==> src/rtl/dft_seq_ctrl_if.sv <==
// rtl/dft_seq_ctrl_if.sv - load, compute and result-handshake bus of the DFT sequencing controller
interface dft_seq_ctrl_if #(
    parameter int ADDR_W = 12
);
    logic              mem_rd_en;
    logic [ADDR_W-1:0] mem_rd_adr;
    logic              cache_wr_en;
    logic [ADDR_W-1:0] cache_wr_adr;
    logic [ADDR_W-1:0] n_idx;
    logic [ADDR_W-1:0] k_idx;
    logic [ADDR_W-1:0] tw_adr;
    logic              acc_clear;
    logic              acc_en;
    logic              result_valid;
    logic              result_ready;

    modport master (
        output mem_rd_en, mem_rd_adr, cache_wr_en, cache_wr_adr,
        output n_idx, k_idx, tw_adr, acc_clear, acc_en, result_valid,
        input  result_ready
    );

    modport slave (
        input  mem_rd_en, mem_rd_adr, cache_wr_en, cache_wr_adr,
        input  n_idx, k_idx, tw_adr, acc_clear, acc_en, result_valid,
        output result_ready
    );
endinterface

==> src/rtl/dft_seq_ctrl.sv <==
// rtl/dft_seq_ctrl.sv - DFT load/compute/drain/result sequencer; DFT_SEQ_CTRL_PERF_CNT_EN adds cycle_cnt
module dft_seq_ctrl #(
    parameter int ADDR_W   = 12,
    parameter int PIPE_LAT = 3
) (
    input  logic              clk,
    input  logic              rst,
    input  logic              ce,
    input  logic              start,
    input  logic [ADDR_W-1:0] sample_num,
    output logic              busy,
    output logic              done,
    output logic [31:0]       cycle_cnt,
    dft_seq_ctrl_if.master    bus
);
    typedef enum logic [2:0] {
        S_IDLE, S_LOAD, S_LOAD_DRAIN, S_COMPUTE, S_DRAIN, S_RESULT, S_DONE
    } state_e;

    localparam logic [3:0] DRAIN_LAST = 4'(PIPE_LAT - 1);

    state_e            state_q, state_d;
    logic [ADDR_W-1:0] len_q, len_d;
    logic [ADDR_W-1:0] n_q, n_d;
    logic [ADDR_W-1:0] k_q, k_d;
    logic [ADDR_W-1:0] tw_q, tw_d;
    logic [3:0]        dcnt_q, dcnt_d;
    logic              wr_en_q;
    logic [ADDR_W-1:0] wr_adr_q;

    logic [ADDR_W-1:0] last_idx;
    logic [ADDR_W:0]   tw_sum;
    logic              tw_wrap;
    logic [ADDR_W-1:0] tw_next;
    logic              start_ok;

    assign last_idx = len_q - 1'b1;
    assign start_ok = start && (sample_num != '0);
    // tw + k < 2N always, so one conditional subtract keeps the index modulo N
    assign tw_sum   = {1'b0, tw_q} + {1'b0, k_q};
    assign tw_wrap  = tw_sum >= {1'b0, len_q};
    assign tw_next  = tw_q + k_q - (tw_wrap ? len_q : '0);

    always_ff @(posedge clk) begin
        if (rst) begin
            state_q  <= S_IDLE;
            len_q    <= '0;
            n_q      <= '0;
            k_q      <= '0;
            tw_q     <= '0;
            dcnt_q   <= '0;
            wr_en_q  <= 1'b0;
            wr_adr_q <= '0;
        end else if (ce) begin
            state_q  <= state_d;
            len_q    <= len_d;
            n_q      <= n_d;
            k_q      <= k_d;
            tw_q     <= tw_d;
            dcnt_q   <= dcnt_d;
            wr_en_q  <= (state_q == S_LOAD);
            wr_adr_q <= (state_q == S_LOAD) ? n_q : wr_adr_q;
        end
    end

    always_comb begin
        state_d = state_q;
        len_d   = len_q;
        n_d     = n_q;
        k_d     = k_q;
        tw_d    = tw_q;
        dcnt_d  = dcnt_q;
        case (state_q)
            S_IDLE: begin
                if (start_ok) begin
                    state_d = S_LOAD;
                    len_d   = sample_num;
                    n_d     = '0;
                    k_d     = '0;
                    tw_d    = '0;
                end
            end
            S_LOAD: begin
                if (n_q == last_idx) begin
                    state_d = S_LOAD_DRAIN;
                    n_d     = '0;
                end else begin
                    n_d = n_q + 1'b1;
                end
            end
            S_LOAD_DRAIN: begin
                state_d = S_COMPUTE;
                n_d     = '0;
                k_d     = '0;
                tw_d    = '0;
            end
            S_COMPUTE: begin
                if (n_q == last_idx) begin
                    state_d = S_DRAIN;
                    dcnt_d  = '0;
                end else begin
                    n_d  = n_q + 1'b1;
                    tw_d = tw_next;
                end
            end
            S_DRAIN: begin
                if (dcnt_q == DRAIN_LAST) state_d = S_RESULT;
                else                      dcnt_d  = dcnt_q + 1'b1;
            end
            S_RESULT: begin
                if (bus.result_ready) begin
                    if (k_q == last_idx) begin
                        state_d = S_DONE;
                    end else begin
                        state_d = S_COMPUTE;
                        k_d     = k_q + 1'b1;
                        n_d     = '0;
                        tw_d    = '0;
                    end
                end
            end
            S_DONE:  state_d = S_IDLE;
            default: state_d = S_IDLE;
        endcase
    end

    // strobes are gated by ce so a frozen cycle never repeats a read, write or accumulate
    assign busy             = (state_q != S_IDLE);
    assign done             = ce && (state_q == S_DONE);
    assign bus.mem_rd_en    = ce && (state_q == S_LOAD);
    assign bus.mem_rd_adr   = (state_q == S_LOAD) ? n_q : '0;
    assign bus.cache_wr_en  = ce && wr_en_q;
    assign bus.cache_wr_adr = wr_adr_q;
    assign bus.n_idx        = (state_q == S_COMPUTE) ? n_q : '0;
    assign bus.k_idx        = (state_q == S_COMPUTE || state_q == S_DRAIN || state_q == S_RESULT) ? k_q : '0;
    assign bus.tw_adr       = (state_q == S_COMPUTE) ? tw_q : '0;
    assign bus.acc_en       = ce && (state_q == S_COMPUTE);
    assign bus.acc_clear    = ce && (state_q == S_COMPUTE) && (n_q == '0);
    assign bus.result_valid = (state_q == S_RESULT);

`ifdef DFT_SEQ_CTRL_PERF_CNT_EN
    logic [31:0] cyc_q;

    always_ff @(posedge clk) begin
        if (rst) begin
            cyc_q <= '0;
        end else if (ce) begin
            if (state_q == S_IDLE && start_ok)                 cyc_q <= '0;
            else if (state_q != S_IDLE && cyc_q != '1)         cyc_q <= cyc_q + 1'b1;
        end
    end

    assign cycle_cnt = cyc_q;
`else
    assign cycle_cnt = '0;
`endif
endmodule

==> src/flat_wrapper.sv <==
// flat-port wrapper written by rule: the top's interface ports become plain ports
module dft_seq_ctrl_flat 
#(
    parameter int ADDR_W   = 12,
    parameter int PIPE_LAT = 3
)
  (clk, rst, ce, start, sample_num, busy, done, cycle_cnt, bus_mem_rd_en, bus_mem_rd_adr, bus_cache_wr_en, bus_cache_wr_adr, bus_n_idx, bus_k_idx, bus_tw_adr, bus_acc_clear, bus_acc_en, bus_result_valid, bus_result_ready);
  dft_seq_ctrl_if #(.ADDR_W(ADDR_W)) bus_i ();
  input  logic clk;
  input  logic rst;
  input  logic ce;
  input  logic start;
  input  logic [ADDR_W-1:0] sample_num;
  output logic busy;
  output logic done;
  output logic [31:0] cycle_cnt;
  output wire logic [$bits(bus_i.mem_rd_en)-1:0] bus_mem_rd_en;
  output wire logic [$bits(bus_i.mem_rd_adr)-1:0] bus_mem_rd_adr;
  output wire logic [$bits(bus_i.cache_wr_en)-1:0] bus_cache_wr_en;
  output wire logic [$bits(bus_i.cache_wr_adr)-1:0] bus_cache_wr_adr;
  output wire logic [$bits(bus_i.n_idx)-1:0] bus_n_idx;
  output wire logic [$bits(bus_i.k_idx)-1:0] bus_k_idx;
  output wire logic [$bits(bus_i.tw_adr)-1:0] bus_tw_adr;
  output wire logic [$bits(bus_i.acc_clear)-1:0] bus_acc_clear;
  output wire logic [$bits(bus_i.acc_en)-1:0] bus_acc_en;
  output wire logic [$bits(bus_i.result_valid)-1:0] bus_result_valid;
  input wire logic [$bits(bus_i.result_ready)-1:0] bus_result_ready;
  assign bus_mem_rd_en = bus_i.mem_rd_en;
  assign bus_mem_rd_adr = bus_i.mem_rd_adr;
  assign bus_cache_wr_en = bus_i.cache_wr_en;
  assign bus_cache_wr_adr = bus_i.cache_wr_adr;
  assign bus_n_idx = bus_i.n_idx;
  assign bus_k_idx = bus_i.k_idx;
  assign bus_tw_adr = bus_i.tw_adr;
  assign bus_acc_clear = bus_i.acc_clear;
  assign bus_acc_en = bus_i.acc_en;
  assign bus_result_valid = bus_i.result_valid;
  assign bus_i.result_ready = bus_result_ready;
  dft_seq_ctrl #(.ADDR_W(ADDR_W), .PIPE_LAT(PIPE_LAT)) u_core (.clk(clk), .rst(rst), .ce(ce), .start(start), .sample_num(sample_num), .busy(busy), .done(done), .cycle_cnt(cycle_cnt), .bus(bus_i));
endmodule
==> config.mk <==
export PLATFORM = sky130hd
export DESIGN_NAME = dft_seq_ctrl_flat
export DESIGN_NICKNAME = d
export VERILOG_FILES = /design/src/rtl/dft_seq_ctrl_if.sv /design/src/rtl/dft_seq_ctrl.sv /design/src/flat_wrapper.sv
export SDC_FILE = /design/constraint.sdc
export NUM_CORES = 1
export LEC_CHECK = 0
export BUFFER_PORTS_ARGS = -buffer_cell sky130_fd_sc_hd__buf_2
export CORE_ASPECT_RATIO = 0.75
export CORE_MARGIN = 2
export CORE_UTILIZATION = 61
export DETAILED_ROUTE_END_ITERATION = 7
export HOLD_SLACK_MARGIN = 0.02
export PLACE_DENSITY = 0.87
export REMOVE_ABC_BUFFERS = 1
export SETUP_SLACK_MARGIN = 0.2
export SYNTH_ARGS = -nofsm -noshare
export SYNTH_HDL_FRONTEND = slang
export SYNTH_SLANG_ARGS = --single-unit
==> constraint.sdc <==
create_clock -name clk -period 10.1 [get_ports clk]
set_input_delay 1.01 -clock clk [delete_from_list [all_inputs] [get_ports clk]]
set_output_delay 1.01 -clock clk [all_outputs]
set_load 0.05 [all_outputs]
# --- After elaboration in Yosys (flattened, before gate mapping) ---
# Index checks and enable logic that the tools add are counted.
totals:
  reg_bits: 68
  inputBits: 17
  out_inout_bits: 99
  elab_cells: 82
classes:
  add_sub_neg: 7
  order_cmp: 1
  eq_ne: 17
  n_mux: 26
  reduce_logical: 23
ops:
  columns: ["cell", "n"]
  rows:
  - ["$mux 12", 13]
  - ["$pmux 12 s5", 1]
  - ["$pmux 12 s4", 1]
  - ["$pmux 12 s3", 1]
  - ["$add 12x1->12 const B", 2]
  - ["$eq 12x12->1", 2]
  - ["$mux 3", 6]
  - ["$pmux 3 s6", 1]
  - ["$reduce_and 6->1", 3]
  - ["$add 12x12->13", 1]
  - ["$ge 13x12->1", 1]
  - ["$add 12x12->12", 1]
  - ["$logic_not 12->1", 1]
  - ["$reduce_bool 12->1", 1]
  - ["$sub 12x1->12 const B", 1]
  - ["$sub 12x12->12", 1]
  - ["$eq 3x3->1 const B", 3]
  - ["$mux 4", 2]
  - ["$ne 2x1->1 const B", 4]
  - ["$ne 2x2->1 const B", 4]
  - ["$pmux 4 s2", 1]
  - ["$eq 3x2->1 const B", 2]
  - ["$logic_and 1x1->1", 6]
  - ["$reduce_bool 3->1", 2]
  - ["12 further kinds", 13]

# --- Logic depth before layout (Yosys ltp) ---
depth:
  ltp_word: 6
  mapped_depth: 32
  mapped_depth_nobuf: 32

# --- Worst setup path before layout ---
# No wires, ideal clock.
synth_timing:
  path_type: "register to register"
  startpoint: "register u_core.k_q[1]"
  endpoint: "register u_core.tw_q[11]"
  setup_ps: 117
  t_arrival_ps: 6077
  t_required_ps: 9983
  slack_ps: 3906
  stages_incl_launch_ff: 30
  path_buffers: 1
  period_less_slack_ps: 6194
  cell_sequence: "dfxtp_1 > ha_1 > a21o_1 > a21oi_1 > o21bai_1 > a21oi_1 > nor2b_1 > o2111ai_1 > nand3_1 > o41ai_1 > xnor2_1 > ha_1 > nor2b_1 > a2111oi_0 > o211a_1 > and2_1 > clkbuf_1 > nor2_1 > fa_1 > inv_1 > ha_1 > a21oi_1 > o21ai_0 > or4_1 > a31oi_1 > nor2b_1 > o21ai_0 > a21oi_1 > xnor3_1 > a22o_1"
synth_between:
  elab_chain_len: 6
  word_cells_on_any_way: 10
  cone_classes: "add/sub: 3; order compare: 1; eq/ne: 2; mux: 3; reduce/logical: 1"
synth_lines:
  columns: ["item", "line", "rtl"]
  rows:
  - ["from (decl)", "dft_seq_ctrl.sv:25", "logic [ADDR_W-1:0] k_q, k_d;"]
  - ["from (signal assigned)", "dft_seq_ctrl.sv:58", "k_q <= k_d;"]
  - ["$add 12x12->13", "dft_seq_ctrl.sv:40", "assign tw_sum = {1'b0, tw_q} + {1'b0, k_q};"]
  - ["$ge 13x12->1", "dft_seq_ctrl.sv:41", "assign tw_wrap = tw_sum >= {1'b0, len_q};"]
  - ["$mux 12", "dft_seq_ctrl.sv:42", "assign tw_next = tw_q + k_q - (tw_wrap ? len_q : '0);"]
  - ["$sub 12x12->12", "dft_seq_ctrl.sv:42", null]
  - ["$mux 12", "dft_seq_ctrl.sv:98", "if (n_q == last_idx) begin"]
  - ["$pmux 12 s4", "dft_seq_ctrl.sv:73", "case (state_q)"]
  - ["to (signal assigned)", "dft_seq_ctrl.sv:59", "tw_q <= tw_d;"]
  - ["to (decl)", "dft_seq_ctrl.sv:26", "logic [ADDR_W-1:0] tw_q, tw_d;"]
# Several ways; a longest one is shown, not always the timed one. The select of a mux whose other input is x is not followed.
# A chain may end at the register's enable or synchronous reset.

# --- Worst setup path in the final report ---
layout_timing:
  startpoint: "register u_core.k_q[2]"
  endpoint: "register u_core.tw_q[11]"
# Same word-level chain as after synthesis.

==> out/metrics.cfg <==
[final_layout]
drive_gt1_frac=0.1500
antennaDiodeCount=0
num-fill-cells=743
layout_commonest_cell=nor2_1
final_cell_mix=nor2_1, buf_2, inv_1, dfxtp_1, xnor2_1
finalInstanceArea_sq_um=6525
area_growth_syn_to_layout_pct=10.25
fin_nets=886

[yosys]
yosys_most_used_dff=dfxtp_1
synthArstFlopShare=0
netlist_area_sq_um=5918
ys_warn_count=0
synth_cells=757
avgSynthCellArea_sq_um=7.818
synth_cell_types=74
synth_edf_count=0
ys_ff_latch=68
ys_seq_area_frac=0.2300

[timing]
fin_crit_ns=7.316
max_slew_margin=0.2288
clock_skew_ns=0.006623
rsz0062_at_grt=false
tns_ns=0
worst_hold_slack_ns=0.4515
setup_violations=0
final-max-slew-violation-count=0
min_period_over_period=0.7244
max_freq_mhz=136.7
tightest_slew_ns=1.153
hold_violations=0

[clock_network]
htree_levels=3
cts_made_buffers=9
post_cts_buffers=0
clk_path_buf_depth=2
cts_resized=0
cts_hold_buf=0
tritoncts=built
cts-root-buf=clkbuf_16
clock_latency_ns=0.34
clock-sinks=68
clkTransAtPathRegs_ns=0.06

[routing]
antenna_left=0
drt_iter0_markers=506
routed_wl_um=16220
viasPerCell=5.881
wire_per_inst_um=17.04
via_count=5599
dr.pass1.iters=7
drcViolationCount=0

[worst_setup_path]
reg2reg_from=u_core.k_q[2]$_SDFFE_PP0P_
criticalPathCategory=flip-flop to flip-flop
cp_top_family=compound AO/OA/AOI/OAI gates
crit_top_cell=a21oi_1
crit_start=u_core.k_q[2]$_SDFFE_PP0P_
r2r-end=u_core.tw_q[11]$_SDFFE_PP0P_
crit_slowest_cell=dfxtp_1
ff2ff_setup_slack_ns=2.78
crit_path_end=u_core.tw_q[11]$_SDFFE_PP0P_
r2r_cells=28
critPathBufInv=1
cp-end-kind=flip-flop
startpoint_type=flip-flop
crit_fanout=11
required_ns=10.33
path_depth=28
critPathMaxStageDelay_ns=0.56
critPathArrivalTime_ns=7.54

[die]
initial_utilization=0.6202
die_width_um=117.7
pin_count=116
fp.coreArea_sq_um=9542
dieArea_sq_um=10510
rows=31
die_h_um=89.30

[pwr]
leakage_nw=2.956
powerDensity_nw_per_um2=118.9
vdd_drop_max_mv=0.07844

[grt]
first_global_vias=5097
grt_pass1_wl_um=25300
grt_max_degree=42
overflow=0
grt_usage=0.2999
antenna_found_initial=0

[place]
io_buffers=83
gp_congestion=0.9949
dp_hpwl_um=12100
place_area_sq_um=6231

[flow_run]
drv_cap=0

[worst_hold_path]
hold_class=flip-flop to flip-flop

[status]
status=completed

-- layout make-up --
class                      instances  area (sq um)  share of cell area
clock buffer                      10         229.0             0.03509
clock inverter                     6         65.06            0.009971
inverter                          75         281.5             0.04314
multi-input combinational        575          3985              0.6107
sequential                        68          1361              0.2086
tap                              132         165.2             0.02531
timing repair buffer              86         437.9             0.06711
-- sequential cells by signal, indices dropped and copies added, names as in the netlist --
signal                   cells
u_core.n_q                  12
u_core.state_q               3
u_core.dcnt_q                4
u_core.tw_q                 12
u_core.len_q                12
u_core.k_q                  12
u_core.wr_en_q               1
u_core.bus.cache_wr_adr     12
-- synthesized netlist by cell type, types with 5 or more instances --
cell | count | area share
a21oi_1 | 45 | 0.038
nor2b_1 | 13 | 0.014
xor2_1 | 10 | 0.015
nor3_1 | 16 | 0.014
xnor2_1 | 49 | 0.073
ha_1 | 42 | 0.089
and3_1 | 13 | 0.014
nand2_1 | 41 | 0.026
or2_2 | 6 | 0.0063
a22o_1 | 11 | 0.016
or3_1 | 9 | 0.0095
clkbuf_1 | 28 | 0.018
inv_1 | 74 | 0.047
dfxtp_1 | 68 | 0.23
nor4_1 | 10 | 0.011
nor2_1 | 89 | 0.056
o21ai_0 | 26 | 0.022
a31oi_1 | 5 | 0.0053
or4_1 | 5 | 0.0063
buf_4 | 32 | 0.041
and2_1 | 26 | 0.027
nand2b_1 | 8 | 0.0085
a21o_1 | 6 | 0.0076
nand3_1 | 15 | 0.013
buf_2 | 6 | 0.0051
mux2i_1 | 16 | 0.027
nand4_1 | 9 | 0.0095
fa_1 | 12 | 0.041
-- metrics by stage --
stage | utilization | cells | total power [W] | setup slack [ns]
floorplan | - | 718 | 0.0004173 | 4.021
global placement | 0.6530 | 936 | 0.0004485 | 3.534
detailed placement | 0.6530 | 936 | 0.0004550 | 3.018
CTS | 0.6838 | 952 | 0.0007700 | 2.957
global route | 0.6838 | 952 | 0.0007977 | 2.354
finish | 0.6838 | 952 | 0.0007756 | 2.784
-- cells by family (layout without fill, tap and decap cells) --
group / after synthesis / after routing / synth area share
and+or+nand+nor: 282 / 282 / 0.2524
AOI/OAI and AO/OA: 131 / 131 / 0.1531
adders and majority gates: 54 / 54 / 0.1294
other: 1 / 32 / 0.0006336
buffers and inverters: 145 / 177 / 0.1163
DFF: 68 / 68 / 0.2300
muxes: 16 / 16 / 0.02706
xor gates and xnor gates: 60 / 60 / 0.09112
-- report_power, final --
part	internal (W)	switching, W	total [W]
combinational	0.0000574	0.000115	0.000172
sequential	0.000272	0.0000111	0.000284
clock	0.000191	0.000129	0.000320
-- worst min-delay path: cells and delay by family (launching register included) --
kind | cells | cell delay [ns]
compound gates | 1 | 0.05
flops | 1 | 0.30
simple gates | 1 | 0.05
-- worst min path at each step --
| stage | startpoint | to | cells after the start |
|---|---|---|---|
| after floorplan | u_core.wr_en_q$_SDFFE_PP0P_ | u_core.wr_en_q$_SDFFE_PP0P_ | 2 |
| after global placement | u_core.bus.cache_wr_adr[8]$_SDFFE_PP0P_ | u_core.bus.cache_wr_adr[8]$_SDFFE_PP0P_ | 2 |
| after detailed placement | u_core.bus.cache_wr_adr[3]$_SDFFE_PP0P_ | u_core.bus.cache_wr_adr[3]$_SDFFE_PP0P_ | 2 |
| after CTS | u_core.bus.cache_wr_adr[11]$_SDFFE_PP0P_ | u_core.bus.cache_wr_adr[11]$_SDFFE_PP0P_ | 2 |
| after global routing | u_core.bus.cache_wr_adr[11]$_SDFFE_PP0P_ | u_core.bus.cache_wr_adr[11]$_SDFFE_PP0P_ | 2 |
| final | u_core.bus.cache_wr_adr[10]$_SDFFE_PP0P_ | u_core.bus.cache_wr_adr[10]$_SDFFE_PP0P_ | 2 |
-- layer usage --
layer / vias up / global-route usage / part of all wire
met2: 320 / 0.4884 / 0.46
met5: - / 0 / 0
li1: 2618 / - / -
met4: 0 / 0.1139 / 0.019
met1: 2626 / 0.3962 / 0.42
met3: 35 / 0.06633 / 0.11
No activity file was read; power rests on OpenSTA's default activity.
